===== src/rtl/io_output_bank.sv =====
// Bank of memory-mapped output registers with SET/CLEAR aliases, per-bit hardware
// blink driven by a shared prescaler, and registered 1-cycle readback.
module io_output_bank #(
  parameter logic [31:0]          BASE_ADDRESS = 32'h0,
  parameter int                   NUM_REGS     = 6,
  parameter int                   REG_WIDTH    = 18,
  parameter logic [NUM_REGS-1:0]  RESET_MASK   = '0,
  parameter int                   BLINK_DIVIDE = 25000000
) (
  input  logic                          clk,
  input  logic                          reset,
  input  logic                          io_write_en,
  input  logic                          io_read_en,
  input  logic [31:0]                   io_address,
  input  logic [31:0]                   io_write_data,
  output logic [31:0]                   io_read_data,
  output logic [NUM_REGS*REG_WIDTH-1:0] out_o,
  output logic                          blink_phase
);

  localparam int                CNT_W       = $clog2(BLINK_DIVIDE);
  localparam logic [CNT_W-1:0]  CNT_LAST    = CNT_W'(BLINK_DIVIDE - 1);
  localparam logic [31:0]       CTRL_OFFSET = 32'(16 * NUM_REGS);

  typedef logic [REG_WIDTH-1:0] word_t;
  typedef enum logic [1:0] {REG_VALUE, REG_SET, REG_CLEAR, REG_BLINK} reg_sel_e;

  function automatic word_t reset_value(input int ch);
    return RESET_MASK[ch] ? '1 : '0;
  endfunction

  word_t            value_q    [NUM_REGS];
  word_t            value_d    [NUM_REGS];
  word_t            blink_en_q [NUM_REGS];
  word_t            blink_en_d [NUM_REGS];
  word_t            out_q      [NUM_REGS];
  word_t            out_d      [NUM_REGS];
  logic [CNT_W-1:0] cnt_q, cnt_d;
  logic             phase_q, phase_d;
  logic [31:0]      rd_q, rd_d, rd_mux;

  logic [31:0] offset;
  logic [27:0] ch_idx;
  reg_sel_e    reg_sel;
  logic        hit_ch, hit_ctrl, restart;
  word_t       wdata;
  logic        unused_wdata;

  // Decode relative to the base so each channel is a 16-byte window.
  assign offset       = io_address - BASE_ADDRESS;
  assign ch_idx       = offset[31:4];
  assign reg_sel      = reg_sel_e'(offset[3:2]);
  assign hit_ch       = (offset[1:0] == 2'b00) && (ch_idx < 28'(NUM_REGS));
  assign hit_ctrl     = (offset == CTRL_OFFSET);
  assign restart      = io_write_en && hit_ctrl && io_write_data[0];
  assign wdata        = io_write_data[REG_WIDTH-1:0];
  assign unused_wdata = ^io_write_data;

  always_comb begin
    // NOTE: every comb output gets a default first so no path can infer a latch.
    value_d    = value_q;
    blink_en_d = blink_en_q;
    rd_mux     = '0;

    for (int i = 0; i < NUM_REGS; i++) begin
      if (hit_ch && (ch_idx == 28'(i))) begin
        case (reg_sel)
          REG_VALUE: begin
            rd_mux = 32'(value_q[i]);
            if (io_write_en) value_d[i] = wdata;
          end
          REG_SET: begin
            rd_mux = 32'(out_q[i]);
            if (io_write_en) value_d[i] = value_q[i] | wdata;
          end
          REG_CLEAR: begin
            if (io_write_en) value_d[i] = value_q[i] & ~wdata;
          end
          REG_BLINK: begin
            rd_mux = 32'(blink_en_q[i]);
            if (io_write_en) blink_en_d[i] = wdata;
          end
          default: ;
        endcase
      end
    end
    if (hit_ctrl) rd_mux = {31'b0, phase_q};

    // A restart takes priority over the terminal-count toggle.
    if (restart) begin
      cnt_d   = '0;
      phase_d = 1'b0;
    end else if (cnt_q == CNT_LAST) begin
      cnt_d   = '0;
      phase_d = ~phase_q;
    end else begin
      cnt_d   = cnt_q + CNT_W'(1);
      phase_d = phase_q;
    end

    // Display is registered from next state so out_o always agrees with blink_phase.
    for (int i = 0; i < NUM_REGS; i++) begin
      out_d[i] = value_d[i] ^ (blink_en_d[i] & {REG_WIDTH{phase_d}});
    end

    rd_d = io_read_en ? rd_mux : rd_q;
  end

  // NOTE: sequential state uses non-blocking assignments only, so every register
  // samples the pre-edge values regardless of statement order.
  always_ff @(posedge clk or posedge reset) begin
    if (reset) begin
      for (int i = 0; i < NUM_REGS; i++) begin
        value_q[i]    <= reset_value(i);
        blink_en_q[i] <= '0;
        out_q[i]      <= reset_value(i);
      end
      cnt_q   <= '0;
      phase_q <= 1'b0;
      rd_q    <= '0;
    end else begin
      for (int i = 0; i < NUM_REGS; i++) begin
        value_q[i]    <= value_d[i];
        blink_en_q[i] <= blink_en_d[i];
        out_q[i]      <= out_d[i];
      end
      cnt_q   <= cnt_d;
      phase_q <= phase_d;
      rd_q    <= rd_d;
    end
  end

  for (genvar g = 0; g < NUM_REGS; g++) begin : g_out
    assign out_o[g*REG_WIDTH +: REG_WIDTH] = out_q[g];
  end

  assign blink_phase  = phase_q;
  assign io_read_data = rd_q;

endmodule


===== config.mk =====
export PLATFORM = sky130hd
export DESIGN_NAME = io_output_bank
export DESIGN_NICKNAME = d
export VERILOG_FILES = /design/src/rtl/io_output_bank.sv
export SDC_FILE = /design/constraint.sdc
export NUM_CORES = 1
export LEC_CHECK = 0
export CORE_ASPECT_RATIO = 0.5
export CORE_MARGIN = 10
export CORE_UTILIZATION = 40
export CTS_CLUSTER_SIZE = 16
export DETAILED_ROUTE_END_ITERATION = 10
export HOLD_SLACK_MARGIN = 0.05
export PLACE_DENSITY_LB_ADDON = 0.12
export SLEW_MARGIN = 40
export SYNTH_ARGS = -nofsm -noshare
export SYNTH_HDL_FRONTEND = slang
export SYNTH_SLANG_ARGS = --single-unit

===== constraint.sdc =====
create_clock -name clk -period 29.1 [get_ports clk]
set_input_delay 5.82 -clock clk [delete_from_list [all_inputs] [get_ports clk]]
set_output_delay 5.82 -clock clk [all_outputs]
set_load 0.01 [all_outputs]

==> results of run 1 <==
==> routing by layer <==
metal	track usage, %	vias up	wire, um
met4	5.882	0	1407
li1	-	6164	-
met3	3.540	86	2786
met5	0	-	0
met2	35.66	349	28080
met1	26.72	6870	25290
==> cells in the mapped netlist, drive strengths merged (7+ instances only) <==
master | count | area share [%]
dfrtp | 368 | 51
nand2 | 136 | 2.8
mux2 | 129 | 8.4
a22o | 102 | 4.9
xor2 | 99 | 4.8
clkbuf | 97 | 2.0
nor2 | 95 | 2.0
nor2b | 93 | 3.2
mux2i | 86 | 4.8
o21ai | 75 | 2.1
a21oi | 62 | 1.7
buf | 39 | 1.3
nand3 | 39 | 1.1
nand2b | 38 | 1.3
xnor2 | 32 | 1.5
nor3 | 21 | 0.64
o211ai | 21 | 0.87
inv | 17 | 0.35
nor4 | 15 | 0.70
a221oi | 11 | 0.53
a221o | 10 | 0.55
or4 | 10 | 0.46
a2111oi | 9 | 0.44
o221ai | 8 | 0.39
nand4 | 7 | 0.24
o2111ai | 7 | 0.34
o22ai | 7 | 0.24
==> layout make-up <==
type / instances / area, um2
clock buffers: 56 / 1087
diodes: 2 / 5.005
clock inverters: 10 / 132.6
fillers: 4092 / 22300
multi-input cells: 1160 / 8358
inverters: 18 / 80.08
repair buffers: 231 / 2210
well taps: 588 / 735.7
flip-flops and latches: 368 / 9209
==> registers in the layout (all words and copies together) (netlist names) <==
| signal | count |
|---|---|
| blink_phase | 1 |
| io_read_data | 18 |
| out_o | 108 |
| value_q | 108 |
| blink_en_q | 108 |
| cnt_q | 25 |
==> final timing paths <==
check,from,to,slack (ns),depth (start not counted)
worst max-delay path,io_address[1],out_o[26],20.01,8
worst min-delay path,cnt_q[0],cnt_q[0],0.49,1
worst max register to register,cnt_q[0],out_o[32],26.15,8
worst min register to register,cnt_q[0],cnt_q[0],0.49,1
max in group asynchronous,reset,out_o[104],21.07,5
min in group asynchronous,reset,value_q[40],5.75,2
==> logic make-up after synthesis <==
group	count (synthesis)	share of synthesized area [%]
compound gates	318	12.34
xor+xnor	131	6.335
fa+ha+maj	1	0.06907
buf+inv	154	3.723
flops	368	50.84
mux	215	13.19
other cells	1	0.02070
simple gates	481	13.48
==> cell usage in the layout (no fill, tap or decap), drive strengths merged, types with 39 or more instances in the layout <==
master,count
nand3,39
dfrtp,368
a22o,102
o21ai,75
nor2,95
xor2,99
buf,53
a21oi,62
nand2,136
clkbuf,56
mux2,129
mux2i,86
nor2b,93
clkdlybuf4s50,178
==> worst register-to-register path: cells and delay by family (launching register included) <==
| kind | cells | cell delay (ns) |
|---|---|---|
| buffers and inverters | 1 | 0.55 |
| xor gates and xnor gates | 1 | 0.17 |
| DFF | 1 | 0.39 |
| adders and majority gates | 1 | 0.22 |
| and+or+nand+nor | 3 | 0.73 |
| AOI/OAI and AO/OA | 2 | 0.78 |
==> power by group <==
group          leakage, nW  internal [mW]  switching, mW
clock network        0.603          0.285          0.208
registers             5.11          0.512       0.000965
logic                 4.65         0.0173         0.0425
==> impl_metrics.toml, run 1 <==
[run_status]
status = "finished, final reports clean"

[worst_setup_path]
arrival_ns = 9.56
crit_chain = "clkdlybuf4s50_1 -> or4_1 -> nor4_1 -> nand3_1 -> nor2_2 -> buf_4 -> a22o_1 -> xor2_1"
critPathSlowestCell = "nor2_2"
startpoint_type = "primary input"
crit_type = "in2reg"
cp-end-kind = "flop"
cp_slowest_stage_delay_ns = 0.73
worst-path-max-fanout = 11
required_ns = 29.56
critPathBufInv = 2
critical-path-top-delay-family = "simple AND/OR/NAND/NOR gates"

[run]
cap_violations = 0

[floorplanning]
coreArea_um2 = 44120
placementRows = 54
die_w_um = 320.9
start_util_pct = 41.05
io_pins = 209
dieArea_um2 = 54710
die_y_um = 170.5

[placed_design]
placed_area_um2 = 20570
dp_hpwl_um = 37830
routabilityCongestion = 0.7922
placed_cells = 2365
place_ws_ns = 19.50
io_buffers = 180

[clocking]
cts_made_buffers = 37
htree_levels = 2
cts.clk_slew.worst_paths_ns = 0.06
clk_latency_ns = 0.55
cts_tree = "done"
cts_sinks = 368
hold_buffers = 0
clockBufferDepth = 3
post-cts-setup-buffer-count = 0
cts.repair.resized = 0
root_buffer = "clkbuf_16"

[sta]
slew_viol_final = 0
finalSetupTns_ns = 0
setup_viol = 0
max_freq_mhz = 110.0
period_needed_ns = 9.093
finalClockSkew_ns = 0.02344
hold_slack_ns = 0.4917
hold_violations = 0
worstMarginPinSlew_ns = 0.8499
rsz0062_at_grt = "false"
timing.slew.headroom_pct = 43.19
period_share_pct = 31.25
setup_ws_ns = 20.01

[global_routing]
grt_pass1_wl_um = 87360
grt_start_max_net_pins = 108
antenna_found_initial = 1
grt_pass1_vias = 14050
grt_overflow = 0
track_usage_pct = 20.75

[drt]
vias = 13470
drtAntennaViolNets = 0
routedWlPerCell_um = 23.66
dr.pass1.iters = 5
dr.first_iter.drc_count = 1053
wl_um = 57570
drc = 0
viasPerCell = 5.536

[yosys]
ys_seq_area_share_pct = 50.84
synth_flop_cell = "dfrtp_1"
avgSynthCellArea_um2 = 10.85
ys_warn_count = 0
syn-cell-area_um2 = 18110
synth_edf_count = 0
ys_async_sr_fraction_pct = 100.0
yosys_register_bits = 368
postSynthCellCount = 1669
synth_cell_types = 54

[final_layout]
nets = 1885
drive_above_1_share_pct = 14.32
final_util_pct = 49.45
design_area_um2 = 21820
instances_no_fill = 2433
synthToLayoutAreaGrowth_pct = 20.45

[power_and_ir_drop]
power_density_nw_per_um2 = 48.89
p_leak_nw = 10.37
power.total_mw = 1.067
irDropWorstVdd_uv = 30.62

[hold_path]
hp-class = "reg2reg"
Power figures use the tool's default switching activity.
==> inputs of run 2 (changes only) <==
- clock period: 29.1 -> 7.9 ns (I/O delays scaled with it)
==> run 2 against run 1 <==
Sequential cell count did not move. Non-clock buffer count fell by 1. Core utilization rose by 0.051 points. Design area rose by 0.10%. Via count rose by 0.13%. Worst hold slack got worse by 0.0061 ns. Die area did not move. Wire length did not move. Sequential power rose to 3.7 times the previous value. Critical endpoint is now out_o[30].
==> impl_metrics.toml, run 2 (synthesized netlist as in run 1, its figures left out) <==
[clocking]
clockBufferDepth = 3
cts_tree = "done"
post-cts-setup-buffer-count = 0
htree_levels = 2
cts_sinks = 368
cts_made_buffers = 37
hold_buffers = 0
clk_latency_ns = 0.54
cts.clk_slew.worst_paths_ns = 0.06
cts.repair.resized = 0
root_buffer = "clkbuf_16"

[run]
cap_violations = 0

[worst_setup_path]
cp-startpoint = "io_address[1]"
arrival_ns = 5.22
worst-path-max-fanout = 11
cp-end-kind = "flop"
startpoint_type = "primary input"
worstReg2RegEnd = "out_o[66]"
worstReg2RegStart = "cnt_q[0]"
r2r_slack_ns = 5.02
ff2ff_path_depth = 8
required_ns = 8.35
crit_type = "in2reg"

[power_and_ir_drop]
irDropWorstVdd_uv = 120.3
sw_frac_of_total_pct = 23.66
seq_power_share_pct = 48.5
p_int_mw = 2.975
power_density_nw_per_um2 = 178.4
p_leak_nw = 10.40
p_sw_mw = 0.9217
power.total_mw = 3.896
combPwrFrac_pct = 5.7
clock_power_share_pct = 45.8

[global_routing]
antenna_found_initial = 0
track_usage_pct = 20.62
grt_pass1_wl_um = 87130
grt_start_max_net_pins = 128
grt_pass1_vias = 14180
grt_overflow = 0

[final_layout]
antenna_cells = 0
synthToLayoutAreaGrowth_pct = 20.58
layout_commonest_cell = "dfrtp_1"
nets = 1884
final_util_pct = 49.50
drive_above_1_share_pct = 14.21
most-common-layout-cells = "368 x dfrtp_1, 178 x clkdlybuf4s50_1, 135 x nand2_1"

[sta]
worstMarginPinSlew_ns = 0.8186
slew_viol_final = 0
period_share_pct = 60.34
hold_slack_ns = 0.4857
setup_viol = 0
finalSetupTns_ns = 0
period_needed_ns = 4.767
timing.slew.headroom_pct = 45.29
finalClockSkew_ns = 0.02251
rsz0062_at_grt = "false"
max_freq_mhz = 209.8
hold_violations = 0

[drt]
drc = 0
dr.first_iter.drc_count = 1031
drtAntennaViolNets = 0
vias = 13490
routedWlPerCell_um = 23.74
dr.pass1.iters = 5
wl_um = 57570
viasPerCell = 5.562

[floorplanning]
placementRows = 54
coreArea_um2 = 44120
die_w_um = 320.9
dieArea_um2 = 54710
start_util_pct = 41.05
io_pins = 209
die_y_um = 170.5

[hold_path]
holdPathStages = 1
min_to = "cnt_q[0]"
hp-class = "reg2reg"
hp-start = "cnt_q[0]"

[placed_design]
dp_hpwl_um = 38410
routabilityCongestion = 0.8035
io_buffers = 180

[run_status]
status = "finished, final reports clean"
==> run 2: changes by cell type in the layout (fill, tap and decap cells not counted), sizes merged <==
cell and delta:
buf -1, clkinvlp +1, bufinv -1, diode -2
inv -1, clkbuf -4
==> run 2: area by class of cell <==
class                   instances  area [um2]
flip-flops and latches        368        9209
well taps                     588       735.7
clock buffers                  52        1084
inverters                      18       71.32
multi-input cells            1160        8379
fillers                      4097       22280
repair buffers                230        2248
clock inverters                 9       112.6
==> run 2: worst max-delay path by stage <==
stage,end
after detailed placement,out_o[30]
final,out_o[30]
after global placement,out_o[25]
after floorplan,blink_en_q[0]
after CTS,out_o[30]
after global routing,out_o[30]
==> run 2: stage by stage <==
stage / instances / worst slack (ns) / instance area (um2)
after floorplan: 1682 / 1.382 / 18160
after global placement: 2359 / 2.506 / 20550
after detailed placement: 2364 / 2.346 / 20630
after CTS: 2425 / 2.908 / 21830
after global routing: 2425 / 3.015 / 21840
final: 2425 / 3.133 / 21840
==> run 2: power by group through the flow <==
stage	clock network (mW)	logic, mW	registers (mW)
floorplan	0	0.119	1.93
global placement	0	0.222	1.93
detailed placement	0	0.224	1.93
CTS	1.82	0.224	1.89
global route	1.90	0.240	1.89
finish	1.78	0.223	1.89
==> run 2: routing by layer <==
metal	track usage, %	vias to the layer above	routed length [um]
met5	0	-	0
met4	4.674	0	1032
met3	4.143	70	3253
met2	36.19	335	28640
met1	26.00	6914	24640
li1	-	6168	-
==> run 2: critical path, stage by stage <==
cell and delay [ns]:
clkdlybuf4s50_1 0.40, or4_1 0.71, nor4_1 0.49, nand3_1 0.55, nor2_2 0.69, buf_4 0.36, a22o_1 0.22, xor2_1 0.18
